**src/rtl/dsp_pkg.sv**
```systemverilog
// Shared definitions for blocks on the DSP data-memory bus: bus widths,
// block-move modes and the copy-engine state encoding.
package dsp_pkg;

  localparam int DMEM_AW = 8;
  localparam int DMEM_DW = 16;
  localparam int DMEM_LW = DMEM_AW + 1;

  localparam logic DMA_COPY = 1'b0;
  localparam logic DMA_FILL = 1'b1;

  typedef enum logic [2:0] {
    ST_IDLE  = 3'd0,
    ST_READ  = 3'd1,
    ST_WAIT  = 3'd2,
    ST_WRITE = 3'd3,
    ST_DONE  = 3'd4
  } dma_state_t;

  // Word pointers wrap 0xFF -> 0x00 by plain truncation.
  function automatic logic [DMEM_AW-1:0] ptr_inc(input logic [DMEM_AW-1:0] p);
    return p + DMEM_AW'(1);
  endfunction

endpackage

```
**src/rtl/dmem_copy_engine.sv**
```systemverilog
// Block-move engine driving the data-memory port: copies a run of words from
// one address range to another, or fills a range with a constant.
module dmem_copy_engine
  import dsp_pkg::*;
#(
  parameter int READ_LAT = 0
) (
  input  logic               clk,
  input  logic               reset,
  input  logic               start,
  input  logic               mode,
  input  logic [DMEM_AW-1:0] src_addr,
  input  logic [DMEM_AW-1:0] dst_addr,
  input  logic [DMEM_LW-1:0] len,
  input  logic [DMEM_DW-1:0] fill_val,
  input  logic               abort,
  output logic               busy,
  output logic               done,
  output logic [DMEM_LW-1:0] count,
  output logic               mem_en,
  output logic [DMEM_AW-1:0] mem_addr,
  output logic [DMEM_DW-1:0] mem_in,
  input  logic [DMEM_DW-1:0] mem_out
);

  localparam int WCW = (READ_LAT > 0) ? $clog2(READ_LAT + 1) : 1;

  dma_state_t         state;
  logic               xfer_mode;
  logic [DMEM_AW-1:0] src_ptr;
  logic [DMEM_AW-1:0] dst_ptr;
  logic [DMEM_LW-1:0] xfer_len;
  logic [DMEM_DW-1:0] fill_word;
  logic [WCW-1:0]     wait_cnt;
  logic [DMEM_LW-1:0] count_inc;
  logic               last_word;

  assign count_inc = count + DMEM_LW'(1);
  assign last_word = (count_inc == xfer_len);

  // FSM, pointers and all outputs; outputs are set on the edge that enters
  // the state they belong to, so mem_in doubles as the copy data register.
  always_ff @(posedge clk or posedge reset) begin
    if (reset) begin
      state     <= ST_IDLE;
      xfer_mode <= DMA_COPY;
      src_ptr   <= '0;
      dst_ptr   <= '0;
      xfer_len  <= '0;
      fill_word <= '0;
      wait_cnt  <= '0;
      busy      <= 1'b0;
      done      <= 1'b0;
      count     <= '0;
      mem_en    <= 1'b0;
      mem_addr  <= '0;
      mem_in    <= '0;
    end else begin
      case (state)
        ST_IDLE: begin
          mem_en <= 1'b0;
          done   <= 1'b0;
          if (start) begin
            xfer_mode <= mode;
            src_ptr   <= src_addr;
            dst_ptr   <= dst_addr;
            xfer_len  <= len;
            fill_word <= fill_val;
            count     <= '0;
            busy      <= 1'b1;
            if (len == DMEM_LW'(0)) begin
              state <= ST_DONE;
              done  <= 1'b1;
            end else if (mode == DMA_FILL) begin
              state    <= ST_WRITE;
              mem_en   <= 1'b1;
              mem_addr <= dst_addr;
              mem_in   <= fill_val;
            end else begin
              state    <= ST_READ;
              mem_addr <= src_addr;
            end
          end
        end

        ST_READ: begin
          if (abort) begin
            state <= ST_IDLE;
            busy  <= 1'b0;
          end else if (READ_LAT > 0) begin
            state    <= ST_WAIT;
            wait_cnt <= WCW'(1);
          end else begin
            state    <= ST_WRITE;
            mem_in   <= mem_out;
            mem_en   <= 1'b1;
            mem_addr <= dst_ptr;
          end
        end

        ST_WAIT: begin
          if (abort) begin
            state <= ST_IDLE;
            busy  <= 1'b0;
          end else if (wait_cnt == WCW'(READ_LAT)) begin
            state    <= ST_WRITE;
            mem_in   <= mem_out;
            mem_en   <= 1'b1;
            mem_addr <= dst_ptr;
          end else begin
            wait_cnt <= wait_cnt + WCW'(1);
          end
        end

        // The write in this cycle always commits, even when abort wins.
        ST_WRITE: begin
          count   <= count_inc;
          src_ptr <= ptr_inc(src_ptr);
          dst_ptr <= ptr_inc(dst_ptr);
          if (abort) begin
            state  <= ST_IDLE;
            busy   <= 1'b0;
            mem_en <= 1'b0;
          end else if (last_word) begin
            state  <= ST_DONE;
            mem_en <= 1'b0;
            done   <= 1'b1;
          end else if (xfer_mode == DMA_FILL) begin
            mem_addr <= ptr_inc(dst_ptr);
            mem_in   <= fill_word;
          end else begin
            state    <= ST_READ;
            mem_en   <= 1'b0;
            mem_addr <= ptr_inc(src_ptr);
          end
        end

        ST_DONE: begin
          state  <= ST_IDLE;
          busy   <= 1'b0;
          done   <= 1'b0;
          mem_en <= 1'b0;
        end

        default: begin
          state  <= ST_IDLE;
          busy   <= 1'b0;
          done   <= 1'b0;
          mem_en <= 1'b0;
        end
      endcase
    end
  end

endmodule

```
**config.mk**
```make
export PLATFORM = sky130hd
export DESIGN_NAME = dmem_copy_engine
export DESIGN_NICKNAME = d
export VERILOG_FILES = /design/src/rtl/dsp_pkg.sv /design/src/rtl/dmem_copy_engine.sv
export SDC_FILE = /design/constraint.sdc
export NUM_CORES = 1
export LEC_CHECK = 0
export ABC_AREA = 1
export BUFFER_PORTS_ARGS = -buffer_cell sky130_fd_sc_hd__buf_2
export CAP_MARGIN = 30
export CORE_MARGIN = 5
export CORE_UTILIZATION = 25
export CTS_BUF_LIST = sky130_fd_sc_hd__clkbuf_4 sky130_fd_sc_hd__clkbuf_8
export CTS_CLUSTER_DIAMETER = 200
export CTS_CLUSTER_SIZE = 30
export DETAILED_ROUTE_END_ITERATION = 16
export PLACE_DENSITY = 0.44
export SLEW_MARGIN = 20
export SYNTH_ARGS = -nofsm -noshare
export SYNTH_HDL_FRONTEND = slang
export SYNTH_SLANG_ARGS = --single-unit
```
**constraint.sdc**
```tcl
create_clock -name clk -period 3.7 [get_ports clk]
set_clock_uncertainty 0.1 [all_clocks]
set_input_delay 0.74 -clock clk [delete_from_list [all_inputs] [get_ports clk]]
set_output_delay 0.74 -clock clk [all_outputs]
set_load 0.02 [all_outputs]
```
==> metrics.txt, run 1 <==
# TYPE chip_impl_metric gauge
chip_impl_info{name="cp_common_cell",value="sky130_fd_sc_hd__nand2_1"} 1
chip_impl_info{name="layout_common_cells",value="sky130_fd_sc_hd__nand2_1, sky130_fd_sc_hd__buf_2, sky130_fd_sc_hd__dfrtp_1"} 1
chip_impl_metric{name="timing_worst_slew_pin_value",unit="ns"} 0.947
chip_impl_metric{name="syn-cell-area",unit="um2"} 4520
chip_impl_metric{name="final_layout_size_suffix_gt1_share",unit="%"} 19.9
chip_impl_metric{name="chipHeight",unit="um"} 144
chip_impl_metric{name="synth_sequential_area_ratio",unit="%"} 44.9
chip_impl_metric{name="post-synth-top-area-fraction",unit="%"} 44.9
chip_impl_info{name="hold_removal_path_class",value="input port to asynchronous set/reset pin"} 1
chip_impl_metric{name="avgViaCountPerCell",unit=""} 4.75
chip_impl_metric{name="ctsLongestPathBuffers",unit=""} 2
chip_impl_metric{name="die_width",unit="um"} 144
chip_impl_info{name="cts_tree",value="yes"} 1
chip_impl_metric{name="data_required_critical_path",unit="ns"} 3.85
chip_impl_metric{name="yosys.cell_types.count",unit=""} 41
chip_impl_metric{name="setup_ws",unit="ns"} 1.07
chip_impl_metric{name="cts_made_buffers",unit=""} 9
chip_impl_metric{name="ys_ff_latch",unit=""} 81
chip_impl_metric{name="timing.final.hold_violations",unit=""} 0
chip_impl_metric{name="synthesis.nets",unit=""} 659
chip_impl_metric{name="global_route_total_overflow",unit=""} 0
chip_impl_metric{name="power.density_cell_area",unit="nW/um2"} 930
chip_impl_metric{name="fin_area",unit="um2"} 5410
chip_impl_metric{name="worst_path_fanout_max",unit=""} 22
chip_impl_metric{name="fin_nets",unit=""} 748
chip_impl_metric{name="fin_tns_setup",unit="ns"} 0
chip_impl_metric{name="place.gp.congestion",unit=""} 0.836
chip_impl_metric{name="count_of_fill_cells_added_during_filler_insertion",unit=""} 2020
chip_impl_metric{name="synth_edf_count",unit=""} 0
chip_impl_metric{name="detail_route.wl_per_cell",unit="um"} 15.8
chip_impl_metric{name="drt-total-wl",unit="um"} 14500
chip_impl_info{name="synth_area_leaders",value="sky130_fd_sc_hd__dfrtp_1, sky130_fd_sc_hd__nand2_1, sky130_fd_sc_hd__inv_1"} 1
chip_impl_metric{name="area_grow_syn2layout",unit="%"} 19.9
chip_impl_metric{name="synth-compound-area-share",unit="%"} 12.7
chip_impl_metric{name="std_cell_rows",unit=""} 49
chip_impl_metric{name="drt_pre_antenna_iters",unit=""} 5
chip_impl_info{name="flip_flop_cell_with_the_highest_count_after_synthesis",value="sky130_fd_sc_hd__dfrtp_1"} 1
chip_impl_metric{name="post_synth_xor_area_fraction",unit="%"} 1.75
chip_impl_info{name="worst_path_max_delay_cell",value="sky130_fd_sc_hd__nand2_1"} 1
chip_impl_metric{name="yosys.area_share.adder",unit="%"} 0.831
chip_impl_metric{name="post-cts-setup-buffers",unit=""} 0
chip_impl_metric{name="grt_antenna_before_repair",unit=""} 0
chip_impl_metric{name="utilization",unit="%"} 30.2
chip_impl_info{name="synth_top_family_by_area",value="simple AND/OR/NAND/NOR gates"} 1
chip_impl_metric{name="synthesized_instance_count",unit=""} 594
chip_impl_metric{name="final_max_slew_viol_count",unit=""} 0
chip_impl_metric{name="overall_power_consumption",unit="W"} 0.00503
chip_impl_metric{name="arrival",unit="ns"} 2.78
chip_impl_metric{name="ant_nets",unit=""} 0
chip_impl_metric{name="grt_start_max_net_pins",unit=""} 43
chip_impl_metric{name="placed_cell_areas",unit="um2"} 5220
chip_impl_metric{name="clk_pin_slew",unit="ns"} 0.09
chip_impl_metric{name="period_minus_slack",unit="ns"} 2.63
chip_impl_metric{name="place.detailed.hpwl",unit="um"} 10800
chip_impl_metric{name="timing.max_cap.violations",unit=""} 0
chip_impl_info{name="grt_setup_unrepaired",value="no"} 1
chip_impl_metric{name="detailedRoute.firstIterationViolations",unit=""} 229
chip_impl_metric{name="clk_latency",unit="ns"} 0.37
chip_impl_metric{name="grt_pass1_vias",unit=""} 4505
chip_impl_metric{name="grt_usage",unit="%"} 14.4
chip_impl_metric{name="floorplan.die_area",unit="um2"} 20800
chip_impl_metric{name="seqCellArea",unit="um2"} 2030
chip_impl_metric{name="min_period_over_period",unit="%"} 71.2
chip_impl_metric{name="maxSlewHeadroom",unit="%"} 36.7
chip_impl_info{name="mostFrequentLayoutCell",value="sky130_fd_sc_hd__nand2_1"} 1
chip_impl_metric{name="core_area",unit="um2"} 17900
chip_impl_info{name="critPathLaunchType",value="flip-flop"} 1
chip_impl_metric{name="starting_density",unit="%"} 25.2
chip_impl_metric{name="synthSimpleGateAreaFrac",unit="%"} 32.0
chip_impl_metric{name="multi_input_area",unit="um2"} 2150
chip_impl_metric{name="grt_pass1_wl",unit="um"} 23500
chip_impl_metric{name="yosys-mux-area-fraction",unit="%"} 0.249
chip_impl_info{name="run_status",value="complete, no violations"} 1
chip_impl_metric{name="crit_path_max_incr_delay",unit="ns"} 0.54
chip_impl_metric{name="ir_drop",unit="mV"} 0.246
chip_impl_metric{name="cts_htree_levels",unit=""} 3
chip_impl_metric{name="insertedDiodeCount",unit=""} 0
chip_impl_metric{name="p_leak",unit="nW"} 2.78
chip_impl_metric{name="post_synthesis_average_cell_area",unit="um2"} 7.60
chip_impl_metric{name="io-pin-count",unit=""} 98
chip_impl_metric{name="synth_async_sr_flop_share",unit="%"} 100
chip_impl_info{name="timing_worst_setup_path_type",value="flip-flop to flip-flop"} 1
chip_impl_metric{name="clock_sinks",unit=""} 81
chip_impl_info{name="crit_path_end_kind",value="flip-flop"} 1
chip_impl_metric{name="post_cts_hold_buffer_count",unit=""} 0
chip_impl_metric{name="port_buffers",unit=""} 97
chip_impl_metric{name="fmax_achieved",unit="MHz"} 380
chip_impl_metric{name="cts_resized",unit=""} 0
chip_impl_metric{name="synthesis.yosys.warnings",unit=""} 0
chip_impl_metric{name="endpoints_failing_setup",unit=""} 0
chip_impl_info{name="post-synth-top-area-cell",value="sky130_fd_sc_hd__dfrtp_1"} 1
chip_impl_info{name="critical_path.cell_chain",value="inv_1 -> nand3_1 -> nand2_1 -> nor2_4 -> o211ai_1 -> nor2_4 -> nand3_4 -> nand2_1 -> nand2_1"} 1
chip_impl_metric{name="remaining_drc_errors",unit=""} 0
chip_impl_info{name="clk_tree_root_cell",value="sky130_fd_sc_hd__clkbuf_8"} 1
chip_impl_metric{name="post-place-ws",unit="ns"} 1.07
chip_impl_metric{name="detailroute.via_count",unit=""} 4349
worst paths after layout:
kind / start / endpoint / slack (ns) / cells past startpoint
worst min-delay path: reset / mem_in[1]$_DFFE_PP0P_ / 0.36 / 2
max in group asynchronous: reset / xfer_len[3]$_DFFE_PP0P_ / 2.46 / 3
worst max-delay path: state[2]$_DFFE_PP0P_ / mem_in[0]$_DFFE_PP0P_ / 1.07 / 9
min in group clk: fill_word[9]$_DFFE_PP0P_ / fill_word[9]$_DFFE_PP0P_ / 0.39 / 2
worst max register to register: state[2]$_DFFE_PP0P_ / mem_in[0]$_DFFE_PP0P_ / 1.07 / 9
worst min register to register: fill_word[9]$_DFFE_PP0P_ / fill_word[9]$_DFFE_PP0P_ / 0.39 / 2
cell usage after synthesis, types with 2 or more instances:
library cell and n:
sky130_fd_sc_hd__xor2_1 7, sky130_fd_sc_hd__nand3b_1 3, sky130_fd_sc_hd__nand2_1 219, sky130_fd_sc_hd__nor2_4 6, sky130_fd_sc_hd__clkbuf_1 15, sky130_fd_sc_hd__o21ai_0 27
sky130_fd_sc_hd__inv_2 2, sky130_fd_sc_hd__o22ai_1 12, sky130_fd_sc_hd__a221oi_1 2, sky130_fd_sc_hd__a22oi_1 16, sky130_fd_sc_hd__nand2_2 3, sky130_fd_sc_hd__nand3_1 39
sky130_fd_sc_hd__clkinv_1 2, sky130_fd_sc_hd__o221ai_1 9, sky130_fd_sc_hd__inv_1 56, sky130_fd_sc_hd__o211ai_1 4, sky130_fd_sc_hd__nor3_1 3, sky130_fd_sc_hd__ha_1 3
sky130_fd_sc_hd__nand4_1 23, sky130_fd_sc_hd__dfrtp_1 81, sky130_fd_sc_hd__o21ai_2 2, sky130_fd_sc_hd__buf_1 4, sky130_fd_sc_hd__buf_2 2, sky130_fd_sc_hd__nor2_1 26
sky130_fd_sc_hd__o21ai_1 6, sky130_fd_sc_hd__xnor2_1 2, sky130_fd_sc_hd__a21oi_1 6
routing by layer:
metal	share of wire (%)	up-vias	GRT usage (%)
met3	4.5	20	2.51
met4	2.5	0	6.14
met1	46	2088	19.0
met5	0	-	0
met2	47	102	23.2
li1	-	2139	-
through the flow:
stage | std cells | hold slack, ns
6_report | 916 | 0.364
5_1_grt | 916 | 0.403
4_1_cts | 916 | 0.379
3_5_place_dp | 901 | 0.367
3_3_place_gp | 901 | 0.364
2_1_floorplan | 594 | 0.350
power by group:
part,internal [W],total [W],leakage (nW),switching (W)
registers,0.00131,0.00166,1.01,0.000351
logic,0.000909,0.00271,1.68,0.00180
clock network,0.000315,0.000658,0.0878,0.000344
flip-flops by register name, summed over array words and instances (netlist names):
register	count
mem_in	16
xfer_len	9
done	1
dst_ptr	8
fill_word	16
mem_en	1
xfer_mode	1
mem_addr	8
count	9
src_ptr	8
busy	1
state	3
logic make-up (layout without fill, tap and decap cells):
kind of cell | Yosys count | after routing
and+or+nand+nor | 327 | 327
AOI/OAI and AO/OA | 89 | 89
buffers and inverters | 84 | 177
DFF | 81 | 81
xor gates and xnor gates | 9 | 9
adders and majority gates | 3 | 3
muxes | 1 | 1
worst max-delay path: cells and delay by family (launching register included):
family	cells	cell delay, ns
compound gates	1	0.14
buf+inv	1	0.08
flops	1	0.37
simple gates	7	1.82
final cells by class:
class,count,share of cell area (%)
flip-flops and latches,81,37.4
inverters,60,4.18
clock buffers,10,2.43
clock inverters,5,1.06
multi-input cells,429,39.7
well taps,229,5.29
repair buffers,102,9.89
(Power assumes the default switching activity.)
==> run 2: changes to the inputs <==
clock period = 2.55 ns   (was 3.7 ns; I/O delays follow)
==> run 2 against run 1 <==
- critical path depth rose by 1
- total power rose by 49%
- utilization rose by 0.43 points
- design area rose by 1.4%
- critical path type unchanged
- combinational power rose by 48%
- register-to-register slack got worse by 0.81 ns
- maximum frequency rose by 15%
- largest cell class unchanged
==> metrics.txt, run 2 (synthesized netlist as in run 1, its figures left out) <==
# TYPE chip_impl_metric gauge
chip_impl_info{name="layout_common_cells",value="sky130_fd_sc_hd__nand2_1, sky130_fd_sc_hd__buf_2, sky130_fd_sc_hd__dfrtp_1"} 1
chip_impl_metric{name="timing.max_cap.violations",unit=""} 0
chip_impl_metric{name="insertedDiodeCount",unit=""} 0
chip_impl_metric{name="starting_density",unit="%"} 25.2
chip_impl_metric{name="timing_worst_slew_pin_value",unit="ns"} 0.509
chip_impl_metric{name="io-pin-count",unit=""} 98
chip_impl_info{name="mostFrequentLayoutCell",value="sky130_fd_sc_hd__nand2_1"} 1
chip_impl_metric{name="p_leak",unit="nW"} 2.83
chip_impl_info{name="worst_path_max_delay_cell",value="sky130_fd_sc_hd__dfrtp_1"} 1
chip_impl_metric{name="grt_usage",unit="%"} 14.6
chip_impl_metric{name="final_max_slew_viol_count",unit=""} 0
chip_impl_metric{name="detail_route.wl_per_cell",unit="um"} 16.0
chip_impl_metric{name="cts_htree_levels",unit=""} 3
chip_impl_metric{name="cts_resized",unit=""} 0
chip_impl_metric{name="reg2reg_setup_slack",unit="ns"} 0.25
chip_impl_info{name="rr_endpoint",value="mem_in[3]$_DFFE_PP0P_"} 1
chip_impl_metric{name="period_minus_slack",unit="ns"} 2.30
chip_impl_info{name="clk_tree_root_cell",value="sky130_fd_sc_hd__clkbuf_8"} 1
chip_impl_metric{name="core_area",unit="um2"} 17900
chip_impl_metric{name="fin_tns_setup",unit="ns"} 0
chip_impl_metric{name="clk_latency",unit="ns"} 0.38
chip_impl_metric{name="min_period_over_period",unit="%"} 90.1
chip_impl_info{name="grt_setup_unrepaired",value="no"} 1
chip_impl_info{name="run_status",value="complete, no violations"} 1
chip_impl_metric{name="grt_pass1_vias",unit=""} 4285
chip_impl_metric{name="ant_nets",unit=""} 0
chip_impl_info{name="hold_removal_path_class",value="input port to asynchronous set/reset pin"} 1
chip_impl_metric{name="clk_pin_slew",unit="ns"} 0.09
chip_impl_metric{name="ctsLongestPathBuffers",unit=""} 2
chip_impl_metric{name="final_layout_size_suffix_gt1_share",unit="%"} 20.7
chip_impl_metric{name="post-place-ws",unit="ns"} 0.257
chip_impl_info{name="cp_common_cell",value="sky130_fd_sc_hd__nand2_1"} 1
chip_impl_metric{name="power.density_cell_area",unit="nW/um2"} 1370
chip_impl_info{name="crit-reg2reg-launch",value="count[0]$_DFFE_PP0P_"} 1
chip_impl_metric{name="drt_pre_antenna_iters",unit=""} 5
chip_impl_metric{name="endpoints_failing_setup",unit=""} 0
chip_impl_metric{name="post_cts_hold_buffer_count",unit=""} 0
chip_impl_metric{name="avgViaCountPerCell",unit=""} 4.72
chip_impl_metric{name="area_grow_syn2layout",unit="%"} 21.6
chip_impl_metric{name="grt_antenna_before_repair",unit=""} 1
chip_impl_metric{name="clock_sinks",unit=""} 81
chip_impl_metric{name="global_route_total_overflow",unit=""} 0
chip_impl_metric{name="timing.final.hold_violations",unit=""} 0
chip_impl_metric{name="ir_drop",unit="mV"} 0.446
chip_impl_metric{name="worst_path_fanout_max",unit=""} 16
chip_impl_info{name="timing_worst_setup_path_type",value="flip-flop to flip-flop"} 1
chip_impl_metric{name="std_cell_rows",unit=""} 49
chip_impl_metric{name="fmax_achieved",unit="MHz"} 435
chip_impl_metric{name="count_of_fill_cells_added_during_filler_insertion",unit=""} 1975
chip_impl_metric{name="place.detailed.hpwl",unit="um"} 10700
chip_impl_metric{name="floorplan.die_area",unit="um2"} 20800
chip_impl_info{name="top_regs",value="fill_word x16, mem_in x16"} 1
chip_impl_metric{name="setup_ws",unit="ns"} 0.252
chip_impl_metric{name="grt_start_max_net_pins",unit=""} 82
chip_impl_metric{name="drt-total-wl",unit="um"} 14700
chip_impl_metric{name="port_buffers",unit=""} 97
chip_impl_metric{name="data_required_critical_path",unit="ns"} 2.72
chip_impl_metric{name="detailedRoute.firstIterationViolations",unit=""} 266
chip_impl_metric{name="maxSlewHeadroom",unit="%"} 66.0
chip_impl_metric{name="die_width",unit="um"} 144
chip_impl_info{name="crit_path_end_kind",value="flip-flop"} 1
chip_impl_metric{name="post-cts-setup-buffers",unit=""} 0
chip_impl_info{name="critical_path.cell_chain",value="ha_1 -> xnor2_1 -> nand2_1 -> nor2_1 -> nand3_1 -> nor2_4 -> nand4_4 -> buf_4 -> nand4_1 -> nand2_1"} 1
chip_impl_metric{name="cts_made_buffers",unit=""} 9
chip_impl_metric{name="chipHeight",unit="um"} 144
chip_impl_metric{name="remaining_drc_errors",unit=""} 0
chip_impl_metric{name="grt_pass1_wl",unit="um"} 23500
chip_impl_metric{name="crit_path_max_incr_delay",unit="ns"} 0.45
chip_impl_metric{name="reg2reg_depth",unit=""} 10
chip_impl_metric{name="detailroute.via_count",unit=""} 4358
chip_impl_metric{name="place.gp.congestion",unit=""} 0.843
chip_impl_info{name="cts_tree",value="yes"} 1
chip_impl_info{name="critPathLaunchType",value="flip-flop"} 1
chip_impl_metric{name="arrival",unit="ns"} 2.46
chip_impl_metric{name="fin_nets",unit=""} 754
==> run 2: cell count changes in the layout (fill, tap and decap cells not counted) <==
| cell | delta |
|---|---|
| sky130_fd_sc_hd__buf_4 | +6 |
| sky130_fd_sc_hd__clkinv_2 | -1 |
| sky130_fd_sc_hd__bufinv_16 | +1 |
| sky130_fd_sc_hd__clkbuf_4 | +1 |
==> run 2: power breakdown <==
part	total (W)	switching (W)	internal, W	leakage (nW)
sequential	0.00239	0.000492	0.00190	1.01
combinational	0.00402	0.00266	0.00136	1.71
clock	0.00110	0.000524	0.000572	0.106
total	0.00751	0.00367	0.00384	2.83
==> run 2: critical path, delay by kind of cell (launching register included) <==
family | cells | cell delay (ns)
buf+inv | 1 | 0.24
simple gates | 7 | 0.86
xor+xnor | 1 | 0.16
flops | 1 | 0.45
fa+ha+maj | 1 | 0.37
==> run 2: layout make-up <==
cell class              count  area (um2)  area share [%]
well taps                 229         287            5.22
flip-flops and latches     81        2030            36.9
clock inverters             5        80.1            1.46
inverters                  60         229            4.17
clock buffers              11         139            2.53
repair buffers            108         581            10.6
multi-input cells         429        2150            39.1
==> run 2: layer usage <==
layer / vias up / part of all wire [%] / global-route usage [%]
met5: - / 0.088 / 0
met4: 2 / 2.0 / 5.84
met3: 23 / 5.7 / 3.31
met2: 114 / 45 / 22.5
met1: 2062 / 47 / 19.8
li1: 2157 / - / -
==> run 2: worst max-delay path by stage <==
stage / cells past startpoint / slack [ns] / endpoint / from
floorplan: 11 / 0.45 / mem_addr[0]$_DFFE_PP0P_ / count[0]$_DFFE_PP0P_
global placement: 10 / 0.26 / mem_in[3]$_DFFE_PP0P_ / count[0]$_DFFE_PP0P_
detailed placement: 10 / 0.26 / mem_in[15]$_DFFE_PP0P_ / count[0]$_DFFE_PP0P_
CTS: 10 / 0.23 / mem_in[15]$_DFFE_PP0P_ / count[0]$_DFFE_PP0P_
global route: 9 / 0.04 / mem_in[3]$_DFFE_PP0P_ / state[2]$_DFFE_PP0P_
finish: 10 / 0.25 / mem_in[3]$_DFFE_PP0P_ / count[0]$_DFFE_PP0P_
==> run 2: through the flow <==
stage                     total power, W  util (%)  instances  hold slack, ns  instance area [um2]
after floorplan                  0.00521         -        594           0.350                 4520
after global placement           0.00642      29.4        907           0.359                 5270
after CTS                        0.00759      30.7        923           0.153                 5490
after detailed placement         0.00647      29.4        907           0.365                 5270
after global routing             0.00819      30.7        923           0.188                 5490
final                            0.00751      30.7        923           0.144                 5490
